$ cat src/rtl/data_accumulator.sv
`default_nettype none
// ============================================================================
// Module      : data_accumulator
// Description : Sweeps a word address 0..LAST_ADDR over an upstream memory and
//               accumulates the returned signed words into a 12-bit sum.
//               Optional max/min tracking is enabled by defining MAXMIN_EN.
// Revision    : 1.0 - initial release
// ============================================================================
module data_accumulator #(
    parameter int LAST_ADDR = 10
) (
    input  logic               clk,
    input  logic               rst_n,
    input  logic               start,
    output logic [3:0]         counter,
    input  logic signed [7:0]  data,
    output logic signed [11:0] sum,
    output logic               busy,
    output logic               done
`ifdef MAXMIN_EN
    ,
    output logic signed [7:0]  max_val,
    output logic signed [7:0]  min_val
`endif
);

    localparam logic [1:0] c_IDLE = 2'd0;
    localparam logic [1:0] c_ACC  = 2'd1;
    localparam logic [1:0] c_DONE = 2'd2;
    localparam logic [3:0] c_LAST = 4'(LAST_ADDR);

    logic [1:0]         r_state;
    logic [3:0]         r_counter;
    logic signed [11:0] r_sum;
    logic               r_busy;
    logic               r_done;

    logic               w_launch;
    logic               w_acc;
    logic signed [11:0] w_data_ext;

    // start is only honoured from a resting state; during a sweep it is ignored
    assign w_launch   = start && ((r_state == c_IDLE) || (r_state == c_DONE));
    assign w_acc      = (r_state == c_ACC);
    assign w_data_ext = {{4{data[7]}}, data};

    always_ff @(posedge clk or negedge rst_n) begin
        if (!rst_n) begin
            r_state   <= c_IDLE;
            r_counter <= 4'd0;
            r_sum     <= 12'sd0;
            r_busy    <= 1'b0;
            r_done    <= 1'b0;
        end else begin
            case (r_state)
                c_IDLE, c_DONE: begin
                    if (w_launch) begin
                        r_state   <= c_ACC;
                        r_counter <= 4'd0;
                        r_sum     <= 12'sd0;
                        r_busy    <= 1'b1;
                        r_done    <= 1'b0;
                    end
                end
                c_ACC: begin
                    r_sum <= r_sum + w_data_ext;
                    // counter parks on the last address so it never overruns the image
                    if (r_counter == c_LAST) begin
                        r_state <= c_DONE;
                        r_busy  <= 1'b0;
                        r_done  <= 1'b1;
                    end else begin
                        r_counter <= r_counter + 4'd1;
                    end
                end
                default: begin
                    r_state <= c_IDLE;
                    r_busy  <= 1'b0;
                    r_done  <= 1'b0;
                end
            endcase
        end
    end

    assign counter = r_counter;
    assign sum     = r_sum;
    assign busy    = r_busy;
    assign done    = r_done;

`ifdef MAXMIN_EN
    logic signed [7:0] r_max;
    logic signed [7:0] r_min;
    logic              r_first;

    // the first word of a sweep seeds both extremes, later words compare
    always_ff @(posedge clk or negedge rst_n) begin
        if (!rst_n) begin
            r_max   <= 8'sd0;
            r_min   <= 8'sd0;
            r_first <= 1'b0;
        end else if (w_launch) begin
            r_max   <= 8'sd0;
            r_min   <= 8'sd0;
            r_first <= 1'b1;
        end else if (w_acc) begin
            r_first <= 1'b0;
            if (r_first) begin
                r_max <= data;
                r_min <= data;
            end else begin
                if (data > r_max) r_max <= data;
                if (data < r_min) r_min <= data;
            end
        end
    end

    assign max_val = r_max;
    assign min_val = r_min;
`endif

endmodule
`default_nettype wire
$ cat config.mk
export PLATFORM = sky130hd
export DESIGN_NAME = data_accumulator
export DESIGN_NICKNAME = d
export VERILOG_FILES = /design/src/rtl/data_accumulator.sv
export SDC_FILE = /design/constraint.sdc
export NUM_CORES = 1
export LEC_CHECK = 0
export CAP_MARGIN = 20
export CORE_MARGIN = 5
export CORE_UTILIZATION = 49
export CTS_CLUSTER_SIZE = 8
export DETAILED_ROUTE_END_ITERATION = 8
export PLACE_DENSITY_LB_ADDON = 0.15
export SYNTH_ARGS = -nofsm -noshare
export SYNTH_HDL_FRONTEND = slang
export SYNTH_SLANG_ARGS = --single-unit
$ cat constraint.sdc
create_clock -name clk -period 2.3 [get_ports clk]
set_input_delay 0.46 -clock clk [delete_from_list [all_inputs] [get_ports clk]]
set_output_delay 0.46 -clock clk [all_outputs]
set_load 0.02 [all_outputs]
==> impl_results.md <==
- Core ar.: between 2000 and 2500 µm²
- DR vias/cell: approximately 5.6
- CP Launch Point: data[0]
- Max-Slew Margin vs Limit: around 76%
- Crit-path cells: clkdlybuf4s50_1 > ha_1 > fa_1 > a21oi_2 > nand4b_1 > a21oi_1 > a211oi_2 > xnor2_1 > a22o_1
- Most common cell in the netlist: dfrtp_1
- # H-tree levels: 1
- Endpoints failing hold: 0
- Die width: ~60 µm
- Global-route wire length before repair: roughly 5.1 mm
- Crit path depth: 9
- Number of buffers inserted by port buffering: 28
- Syn Nets: roughly 140
- WS Path Type: in2reg
- Data required, critical path: about 2.5 ns
- Status: finished, final reports clean
- Comb power frac: 69.7%
- Row cnt: 18
- Reg power frac: between 20% and 30%
- Clock sink count: 19
- Antenna violations before repair: 0
- Startpoint Class: primary input
- Clk_skew: approximately 0.0012 ns
- First drt pass iteration count: 4
- DRC Markers: 0
- Clock slew at reported path FFs: approximately 0.11 ns
- Pins Over Slew Limit: 0
- Final Setup Violations: 0
- Synth cell count leaders: 19 x dfrtp_1, 13 x ha_1, 11 x a22o_1, 9 x nand2_1
- Worst setup path endpoint: sum[10]$_DFFE_PN0P_
- Layout cells sized above 1: about 18%
- TritonCTS clock tree: yes
- Final Non-Filler Cells: between 150 and 200
- Final antenna-violating net count: 0
- Root buffer cell: clkbuf_4
- Slew @ Worst Pin: 0.3608 ns
- Clock power frac: between 6 and 7%
- Reg2Reg Launch Point: sum[0]$_DFFE_PN0P_
- Fmax: approximately 0.44 GHz
- Top-area cell type share of the netlist area: approximately two fifths
- Critical Path Sink Type: flip-flop
- Reg2reg end: sum[10]$_DFFE_PN0P_
- Area leader, netlist: dfrtp_1
- DRT Wirelength: ~3.0 mm
- Detailed placement HPWL: 2.248 mm
- Leak: 0.8351 nW
- Post-synthesis register bit count: 19
- Int Power: around 1.6 mW
- HP Class: in2async
- Final core occ: a little under three quarters
- Post-synth top flop: dfrtp_1
- Cts bufs inserted: 3
- Mapped cell area: approximately 1200 µm²
- Psw: about 1.2 mW
- Initial core utilization: ~50%
- CP arrival: between 2 and 2.5 ns
- CP peak stage delay: ~0.41 ns
- Height of the chip: roughly 60 µm
- RSZ-0062 raised after global routing: no
- Synth cell types: 32
- DR iter-0 viols: 44
- Pwr Density: ~1600 nW/µm²
- Synth warnings: 0
- Sw Ratio: 42.89%
- Worst path slowest cell: fa_1
- Cells after Synth: between 100 and 150
- Max Fanout on Critical Path: 2
- Hold Slack: 0.4729 ns
- Die area: roughly 3600 µm²
- CP bufs+invs: 1
- Final layout net count: 195
- Largest cells by area after synthesis: dfrtp_1 39%, ha_1 13%, a22o_1 7.9%
- Crit-path leading delay family: compound AO/OA/AOI/OAI gates
- Layout area overhead: 41.47%
- Worst VDD drop: 0.0009874 V
- Tot GR Track Use: a little under a fifth
- Vias in the first global route: 1193
- Mean Syn Cell Area: between 10 and 15 µm²
- Clk_lat worst skew: 0.30 ns
- Largest net degree at the start of global routing: 20
- Async S/R FF share, synth: 100.0%
- Max Cap Viol: 0
- Final worst path period need: approximately 2.3 ns
- Grt ovf: 0
- Pwr Total: between 2 and 3 mW
- Maximum root-to-sink buffer count: 2
- Placer Congestion: between 0.8 and 0.9
- Per-cell routed wire length: around 15 µm
- Io pins: 29
- Worst R2R Setup Slack: roughly 0.19 ns
- Antenna cell count: 0
- Inst Count DP: 195
- R2r worst-path depth: 8
- Period utilization: ~98%
- Total number of vias: 1115
- Post-synthesis sequential area ratio: a little under 40%
- EDFF count, synth: 0
==> routing by layer <==
layer  part of all wire (%)  vias up  GRT usage, %
met2                     49       23         32.72
li1                       -      545             -
met1                     44      538         22.37
met4                    2.3        0         7.595
met5                      0        -             0
met3                    4.5        9         2.808
==> worst min path at each step <==
stage	cells past startpoint	slack, ns	to
6_report	2	0.47	sum[0]$_DFFE_PN0P_
5_1_grt	2	0.49	counter[1]$_DFFE_PN0P_
4_1_cts	2	0.48	sum[0]$_DFFE_PN0P_
3_5_place_dp	1	0.51	done$_DFFE_PN0P_
3_3_place_gp	1	0.48	done$_DFFE_PN0P_
2_1_floorplan	0	0.16	busy$_DFFE_PN0P_
==> metrics by stage <==
step | setup slack [ns] | setup TNS (ns) | instance area, µm²
2_1_floorplan | 0.2368 | 0 | 1225
3_3_place_gp | -0.2165 | -1.072 | 1697
3_5_place_dp | -0.3296 | -1.440 | 1697
4_1_cts | 0.01960 | 0 | 1733
5_1_grt | 0.003909 | 0 | 1733
6_report | 0.04233 | 0 | 1733
==> cells in the final DEF (no fill, tap or decap), types with 4 or more instances in the layout <==
| cell | n |
|---|---|
| a21oi_1 | 6 |
| nor2_1 | 5 |
| a21o_1 | 6 |
| clkdlybuf4s50_1 | 28 |
| a22o_1 | 11 |
| xnor2_1 | 4 |
| nand2_1 | 9 |
| o21ai_1 | 4 |
| dfrtp_1 | 19 |
| buf_4 | 22 |
| xor2_1 | 7 |
| ha_1 | 13 |
==> power by group through the flow <==
stage / Combinational (mW) / Clock (mW) / Sequential, mW
6_report: 1.92 / 0.175 / 0.663
5_1_grt: 2.10 / 0.191 / 0.689
4_1_cts: 1.93 / 0.176 / 0.661
3_5_place_dp: 1.89 / 0 / 0.668
3_3_place_gp: 1.85 / 0 / 0.653
2_1_floorplan: 0.963 / 0 / 0.820
==> logic make-up after synthesis <==
logic type | synth area share, %
AO/OA/AOI/OAI | 24.82
AND/OR/NAND/NOR | 11.75
flip-flops | 38.82
adder cells (fa/ha/maj) | 14.91
XOR/XNOR | 7.865
buffers and inverters | 1.838
==> state kept, by name, indices dropped and copies added, names as in the netlist <==
| register | flops |
|---|---|
| busy | 1 |
| counter | 4 |
| done | 1 |
| r_state | 1 |
| sum | 12 |
==> layout make-up <==
cell class                 instances  area, µm²
clock buffer                       3      22.52
timing repair buffer              50      445.4
tap                               30      37.54
multi-input combinational         93      735.7
sequential                        19      475.5
clock inverter                     1      5.005
inverter                           3      11.26
fill                             191      699.4
==> repair_timing <==
item                       4_1_cts  5_1_grt
hold buffers                     0        0
resized for setup                2        0
buffers inserted                 0        0
setup endpoints to repair        1        0
Note: power is estimated with default switching activity, not from simulation.
